$ cat config.mk
export PLATFORM = sky130hd
export DESIGN_NAME = quiz_round_arbiter
export DESIGN_NICKNAME = d
export VERILOG_FILES = /design/src/rtl/quiz_round_arbiter.sv
export SDC_FILE = /design/constraint.sdc
export NUM_CORES = 1
export LEC_CHECK = 0
export CAP_MARGIN = 30
export CORE_ASPECT_RATIO = 1.4
export CORE_MARGIN = 4
export CORE_UTILIZATION = 53
export DETAILED_ROUTE_END_ITERATION = 12
export PLACE_DENSITY = 0.83
export SETUP_SLACK_MARGIN = 0.5
export SLEW_MARGIN = 30
export SYNTH_ARGS = -nofsm -noshare
export SYNTH_HDL_FRONTEND = slang
export SYNTH_SLANG_ARGS = --single-unit
$ cat constraint.sdc
create_clock -name clk -period 2.2 [get_ports clk]
set_input_delay 0.55 -clock clk [delete_from_list [all_inputs] [get_ports clk]]
set_output_delay 0.55 -clock clk [all_outputs]
set_load 0.01 [all_outputs]
$ cat src/rtl/quiz_round_arbiter.sv
// Quiz round controller and round-robin buzzer arbiter with countdown, judging, scores and beeper.
// Optional build macro FALSE_START_PENALTY_EN: a player already buzzing at round start sits the round out.
module quiz_round_arbiter #(
  parameter int unsigned TICK_DIV     = 100000000,
  parameter int unsigned ALARM_CYCLES = 20000000
) (
  input  logic        clk,
  input  logic        begining,
  input  logic        count_down,
  input  logic        time_select,
  input  logic [3:0]  answer,
  input  logic        Yes,
  input  logic        No,
  input  logic        select1,
  input  logic        select2,
  output logic [3:0]  answer_led,
  output logic        getter,
  output logic [4:0]  remaining,
  output logic [1:0]  phase,
  output logic [15:0] scores,
  output logic        alarm
);

  localparam int unsigned PW = (TICK_DIV > 1) ? $clog2(TICK_DIV) : 1;
  localparam int unsigned AW = (ALARM_CYCLES > 1) ? $clog2(ALARM_CYCLES) : 1;
  localparam int unsigned SW = 10;

  typedef enum logic [1:0] {
    S_IDLE   = 2'b00,
    S_ARMED  = 2'b01,
    S_LOCKED = 2'b10,
    S_DONE   = 2'b11
  } state_t;

  // Synchronizer bit map: [3:0] answer, 4 start, 5 yes, 6 no, 7 time_select, 8 select1, 9 select2
  logic [SW-1:0] r_sync1, r_sync2;
  logic [2:0]    r_edge_d;

  state_t        r_state, w_state_nxt;
  logic [4:0]    r_remaining, w_remaining_nxt;
  logic [3:0]    r_enable, w_enable_nxt;
  logic [3:0]    r_excl, w_excl_nxt;
  logic [PW-1:0] r_presc, w_presc_nxt;
  logic [1:0]    r_ptr, w_ptr_nxt;
  logic [1:0]    r_win, w_win_nxt;
  logic [3:0]    r_led, w_led_nxt;
  logic          r_getter, w_getter_nxt;
  logic [15:0]   r_scores, w_scores_nxt;
  logic          r_alarm, w_alarm_nxt;
  logic [AW-1:0] r_alarm_cnt, w_alarm_cnt_nxt;

  logic          w_cd_rise, w_yes_rise, w_no_rise, w_tick, w_alarm_trig;
  logic [3:0]    w_elig, w_en_sel, w_win_oh, w_cur_score;
  logic [1:0]    w_win_idx;

  assign w_cd_rise  = r_sync2[4] & ~r_edge_d[0];
  assign w_yes_rise = r_sync2[5] & ~r_edge_d[1];
  assign w_no_rise  = r_sync2[6] & ~r_edge_d[2];
  assign w_tick     = (r_presc == PW'(TICK_DIV - 1));
  assign w_elig     = r_sync2[3:0] & r_enable & ~r_excl;
  assign w_win_oh   = 4'b0001 << w_win_idx;
  assign w_cur_score = r_scores[{r_win, 2'b00} +: 4];

  always_comb begin
    unique case (r_sync2[9:8])
      2'b00:   w_en_sel = 4'b0011;
      2'b01:   w_en_sel = 4'b0111;
      default: w_en_sel = 4'b1111;
    endcase
  end

  // Round-robin pick: scan from lowest priority to highest so the pointer's player wins last
  always_comb begin
    w_win_idx = 2'd0;
    for (int i = 3; i >= 0; i--) begin
      if (w_elig[2'(r_ptr + 2'(i))]) w_win_idx = 2'(r_ptr + 2'(i));
    end
  end

  always_ff @(posedge clk or negedge begining) begin
    if (!begining) begin
      r_sync1     <= '0;
      r_sync2     <= '0;
      r_edge_d    <= '0;
      r_state     <= S_IDLE;
      r_remaining <= '0;
      r_enable    <= '0;
      r_excl      <= '0;
      r_presc     <= '0;
      r_ptr       <= '0;
      r_win       <= '0;
      r_led       <= '0;
      r_getter    <= 1'b0;
      r_scores    <= '0;
      r_alarm     <= 1'b0;
      r_alarm_cnt <= '0;
    end else begin
      r_sync1     <= {select2, select1, time_select, No, Yes, count_down, answer};
      r_sync2     <= r_sync1;
      r_edge_d    <= r_sync2[6:4];
      r_state     <= w_state_nxt;
      r_remaining <= w_remaining_nxt;
      r_enable    <= w_enable_nxt;
      r_excl      <= w_excl_nxt;
      r_presc     <= w_presc_nxt;
      r_ptr       <= w_ptr_nxt;
      r_win       <= w_win_nxt;
      r_led       <= w_led_nxt;
      r_getter    <= w_getter_nxt;
      r_scores    <= w_scores_nxt;
      r_alarm     <= w_alarm_nxt;
      r_alarm_cnt <= w_alarm_cnt_nxt;
    end
  end

  always_comb begin
    w_state_nxt     = r_state;
    w_remaining_nxt = r_remaining;
    w_enable_nxt    = r_enable;
    w_excl_nxt      = r_excl;
    w_presc_nxt     = r_presc;
    w_ptr_nxt       = r_ptr;
    w_win_nxt       = r_win;
    w_led_nxt       = r_led;
    w_getter_nxt    = r_getter;
    w_scores_nxt    = r_scores;
    w_alarm_trig    = 1'b0;

    unique case (r_state)
      S_IDLE: begin
        if (w_cd_rise) begin
          w_state_nxt     = S_ARMED;
          w_remaining_nxt = r_sync2[7] ? 5'd30 : 5'd20;
          w_enable_nxt    = w_en_sel;
`ifdef FALSE_START_PENALTY_EN
          w_excl_nxt      = r_sync2[3:0] & w_en_sel;
`else
          w_excl_nxt      = 4'b0000;
`endif
          w_presc_nxt     = '0;
          w_led_nxt       = 4'b0000;
        end
      end
      S_ARMED: begin
        w_presc_nxt = w_tick ? '0 : PW'(r_presc + 1'b1);
        // A buzz beats a coincident tick; that tick is simply lost
        if (|w_elig) begin
          w_state_nxt  = S_LOCKED;
          w_win_nxt    = w_win_idx;
          w_led_nxt    = w_win_oh;
          w_getter_nxt = 1'b1;
          w_ptr_nxt    = 2'(w_win_idx + 2'd1);
          w_alarm_trig = 1'b1;
        end else if (w_tick) begin
          w_remaining_nxt = 5'(r_remaining - 5'd1);
          if (r_remaining == 5'd1) begin
            w_state_nxt  = S_DONE;
            w_alarm_trig = 1'b1;
          end
        end
      end
      S_LOCKED: begin
        if (w_yes_rise && !w_no_rise) begin
          if (w_cur_score != 4'hF) w_scores_nxt[{r_win, 2'b00} +: 4] = 4'(w_cur_score + 4'd1);
          w_state_nxt  = S_DONE;
          w_getter_nxt = 1'b0;
        end else if (w_no_rise && !w_yes_rise) begin
          w_excl_nxt   = r_excl | r_led;
          w_getter_nxt = 1'b0;
          w_led_nxt    = 4'b0000;
          if (((r_excl | r_led) & r_enable) == r_enable) begin
            w_state_nxt  = S_DONE;
            w_alarm_trig = 1'b1;
          end else begin
            w_state_nxt = S_ARMED;
          end
        end
      end
      S_DONE: begin
        if (!r_sync2[4]) w_state_nxt = S_IDLE;
      end
      default: w_state_nxt = S_IDLE;
    endcase
  end

  // Beeper pulse; a retrigger reloads the full length
  always_comb begin
    w_alarm_nxt     = r_alarm;
    w_alarm_cnt_nxt = r_alarm_cnt;
    if (w_alarm_trig) begin
      w_alarm_nxt     = 1'b1;
      w_alarm_cnt_nxt = AW'(ALARM_CYCLES - 1);
    end else if (r_alarm) begin
      if (r_alarm_cnt == '0) w_alarm_nxt = 1'b0;
      else                   w_alarm_cnt_nxt = AW'(r_alarm_cnt - 1'b1);
    end
  end

  assign answer_led = r_led;
  assign getter     = r_getter;
  assign remaining  = r_remaining;
  assign phase      = r_state;
  assign scores     = r_scores;
  assign alarm      = r_alarm;

endmodule
==> metrics.md <==
| Metric | Value |
|---|---|
| Fin cells | `908` |
| Placed instance count | `769` |
| Post-Route WL | `23.8 mm` |
| Die height | `132 µm` |
| Cell class contributing the biggest share of worst-path delay | `simple AND/OR/NAND/NOR gates` |
| Std cell rows | `45` |
| Worst-path fanout max | `2` |
| DIE WIDTH | `96.7 µm` |
| Leakage | `4.00 nW` |
| Clk_lat worst skew | `0.42 ns` |
| Synth unique cells | `70` |
| RR Startpoint | `r_alarm_cnt[15]$_DFFE_PN0P_` |
| Cell count after synthesis | `565` |
| Core box area | `10800 µm²` |
| Clock tree buffer depth | `2` |
| GPL Wtd Cong | `0.893` |
| First-pass GRT wire length | `31.1 mm` |
| Post-synthesis async set-or-reset flop share | `100%` |
| Reg-to-reg slack, setup | `0.05 ns` |
| Top-count cell post-synth | `dfrtp_1` |
| Number of flops mapped to enable cells by yosys | `0` |
| Global-route usage over all layers | `30.5%` |
| CP Cell Sequence | `or4_4 > or4_4 > nor4_4 > xnor2_1 > nor2_2` |
| DR vias | `6213` |
| WL/cell | `26.2 µm` |
| Initial DRC Count | `544` |
| Drt drc | `0` |
| Drt via density | `6.84` |
| Grt total ovfl | `0` |
| CP bufs+invs | `0` |
| YS warnings | `0` |
| R2R Path End | `r_alarm_cnt[22]$_DFFE_PN0P_` |
| Sequential area share after synthesis | `49.3%` |
| Slew headroom | `64.3%` |
| CTS root buf | `clkbuf_16` |
| Place WS | `0.0293 ns` |
| DRT antenna net count | `0` |
| Worst setup margin | `0.0489 ns` |
| Synth area leader | `dfrtp_1` |
| # port buffers | `40` |
| Synth top cells by count | `115 x dfrtp_1, 67 x nand2_1, 47 x nor2_1, 30 x xnor2_1, 23 x o21ai_0` |
| CP peak stage delay | `0.56 ns` |
| Worst hold path class | `input pin to asynchronous set/reset pin` |
| Top cells by area, synth | `dfrtp_1 49%, ha_1 4.7%, xnor2_1 4.5%` |
| CP most frequent cell | `or4_4` |
| H-tree Lvls | `4` |
| Share of cells above drive strength 1 | `47.2%` |
| Status | `completed` |
| Crit path launch type | `flop` |
| Pwr/cell area | `1160 nW/µm²` |
| Initial antenna violation count | `0` |
| #FFs+latches synth | `115` |
| Setup-failing EPs final | `0` |
| Worst Path Required | `2.51 ns` |
| Synth Flop Type | `dfrtp_1` |
| Max Cap Viol | `0` |
| Max Clk Rate | `465 MHz` |
| RSZ-0062 raised after global routing | `yes` |
| Fin nets | `788` |
| Worst Tran Pin Value | `0.535 ns` |
| Final worst-path cycle share | `97.8%` |
| Worst reg-to-reg path cell count | `5` |
| Synthesis-to-layout area growth | `59.4%` |
| Share of the synthesized area in the top cell type | `49.3%` |
| Post-Route Skew | `0.0110 ns` |
| Crit path kind | `flop to flop` |
| CTS tree | `yes` |
| Antenna Cells | `0` |
| Num Clock Sinks | `115` |
| Final Hold Fails | `0` |
| Clk slew on worst S/H paths | `0.06 ns` |
| Initial Util | `54.0%` |
| Vias in the first global route | `6049` |
| CP arrival | `2.46 ns` |
| Ports | `41` |
| Largest net degree at the start of global routing | `38` |
| Area of the mapped netlist | `5830 µm²` |
| Die area | `12800 µm²` |
| Post-layout min period | `2.15 ns` |
| Avg Inst Size Synth | `10.3 µm²` |
| Worst Setup End Kind | `flop` |
| Hpwl dp | `10.3 mm` |
| First-pass iteration count of the detailed router | `5` |
| Synth Net Count | `599` |
| Final Max Slew Viols | `0` |
| Maximum VDD drop | `0.000854 V` |
| CTS buffer count | `17` |
| Setup TNS Final | `0 ns` |
| Slowest CP cell | `or4_4` |
sequential cells by signal, summed over array words and instances (netlist names):
name and flops:
r_presc 27, answer_led 4, r_enable 3, r_ptr 2
r_excl 4, scores 16, r_sync2 10, r_edge_d 3
alarm 1, r_alarm_cnt 25, phase 2, r_sync1 10
r_win 2, getter 1, remaining 5
worst max-delay path by stage:
stage	from	endpoint	slack, ns	cells past startpoint
finish	r_alarm_cnt[15]$_DFFE_PN0P_	r_alarm_cnt[22]$_DFFE_PN0P_	0.05	5
global route	r_alarm_cnt[15]$_DFFE_PN0P_	r_alarm_cnt[22]$_DFFE_PN0P_	0.03	5
CTS	r_win[0]$_DFFE_PN0P_	scores[15]$_DFFE_PN0P_	0.16	5
detailed placement	r_win[0]$_DFFE_PN0P_	scores[2]$_DFFE_PN0P_	0.03	5
global placement	r_win[0]$_DFFE_PN0P_	scores[3]$_DFFE_PN0P_	0.1	5
floorplan	r_win[0]$_DFFE_PN0P_	scores[7]$_DFFE_PN0P_	0.24	6
repair_timing:
item / CTS / global route
hold buffers: 0 / 0
buffers inserted: 73 / 30
cloned: 3 / 1
pin swaps: 45 / 61
resized for setup: 150 / 99
setup endpoints to repair: 110 / 94
logic make-up after synthesis:
logic type | Yosys count | share of synthesized area, %
and+or+nand+nor | 250 | 23.4
adders and majority gates | 22 | 4.72
AOI/OAI and AO/OA | 106 | 12.9
DFF | 115 | 49.3
buffers and inverters | 28 | 1.95
muxes | 8 | 2.30
xor gates and xnor gates | 36 | 5.41
metal layers:
| layer | GRT usage (%) | wire (µm) | up-vias |
|---|---|---|---|
| li1 | - | - | 2453 |
| met1 | 34.1 | 7960 | 3057 |
| met2 | 53.0 | 12000 | 514 |
| met3 | 6.99 | 1970 | 189 |
| met4 | 17.7 | 1880 | 0 |
| met5 | 0 | 0 | - |
worst register-to-register path, cell delays in order (launching register included):
cell,delay (ns)
dfrtp_2,0.41
or4_4,0.56
or4_4,0.48
nor4_4,0.31
xnor2_1,0.24
nor2_2,0.05
cell usage in the layout (no fill, tap or decap), types with 5 or more instances in the layout:
| cell | synthesis | routed |
|---|---|---|
| a211oi_4 | 0 | 5 |
| a21oi_1 | 16 | 9 |
| a21oi_2 | 1 | 6 |
| a22o_1 | 7 | 7 |
| and3_1 | 8 | 6 |
| buf_2 | 4 | 5 |
| buf_4 | 1 | 106 |
| buf_6 | 0 | 27 |
| clkbuf_16 | 0 | 17 |
| clkdlybuf4s50_1 | 0 | 10 |
| dfrtp_1 | 115 | 99 |
| dfrtp_2 | 0 | 16 |
| dlygate4sd2_1 | 0 | 19 |
| ha_1 | 22 | 11 |
| ha_4 | 0 | 9 |
| inv_1 | 17 | 10 |
| nand2_1 | 67 | 52 |
| nand2_2 | 0 | 10 |
| nand2_4 | 0 | 5 |
| nand3_1 | 16 | 11 |
| nand3b_1 | 5 | 5 |
| nand4_1 | 13 | 13 |
| nor2_1 | 47 | 36 |
| nor2_2 | 2 | 9 |
| nor3_1 | 20 | 5 |
| nor3_4 | 0 | 14 |
| nor4_2 | 2 | 5 |
| nor4_4 | 2 | 10 |
| o21ai_0 | 23 | 10 |
| o21ai_1 | 2 | 9 |
| o21ai_2 | 0 | 5 |
| o31ai_2 | 0 | 9 |
| or3_1 | 13 | 8 |
| or3_4 | 0 | 5 |
| xnor2_1 | 30 | 24 |
| xnor2_2 | 0 | 5 |
| xor2_1 | 6 | 6 |
layout make-up:
cell class	instances	area (µm²)
Multi-Input combinational cell	423	3950
Sequential cell	115	2900
Timing Repair Buffer	179	1560
Fill cell	438	1510
Clock buffer	23	478
Tap cell	141	176
Clock inverter	9	151
Inverter	18	80.1
power breakdown:
group	internal, mW	switching [mW]
Sequential	2.49	0.537
Clock	1.98	1.02
Combinational	2.21	2.58
Total	6.68	4.13
through the flow:
step / total power [mW] / utilization (%) / hold slack, ns / area [µm²]
after global routing: 11.2 / 86.0 / 0.104 / 9300
after CTS: 9.53 / 80.0 / 0.102 / 8650
final: 10.8 / 86.0 / 0.0864 / 9300
after floorplan: 4.84 / - / 0.254 / 6280
after global placement: 5.62 / 64.8 / 0.332 / 7010
after detailed placement: 5.76 / 64.8 / 0.340 / 7010
(Power assumes the default switching activity.)
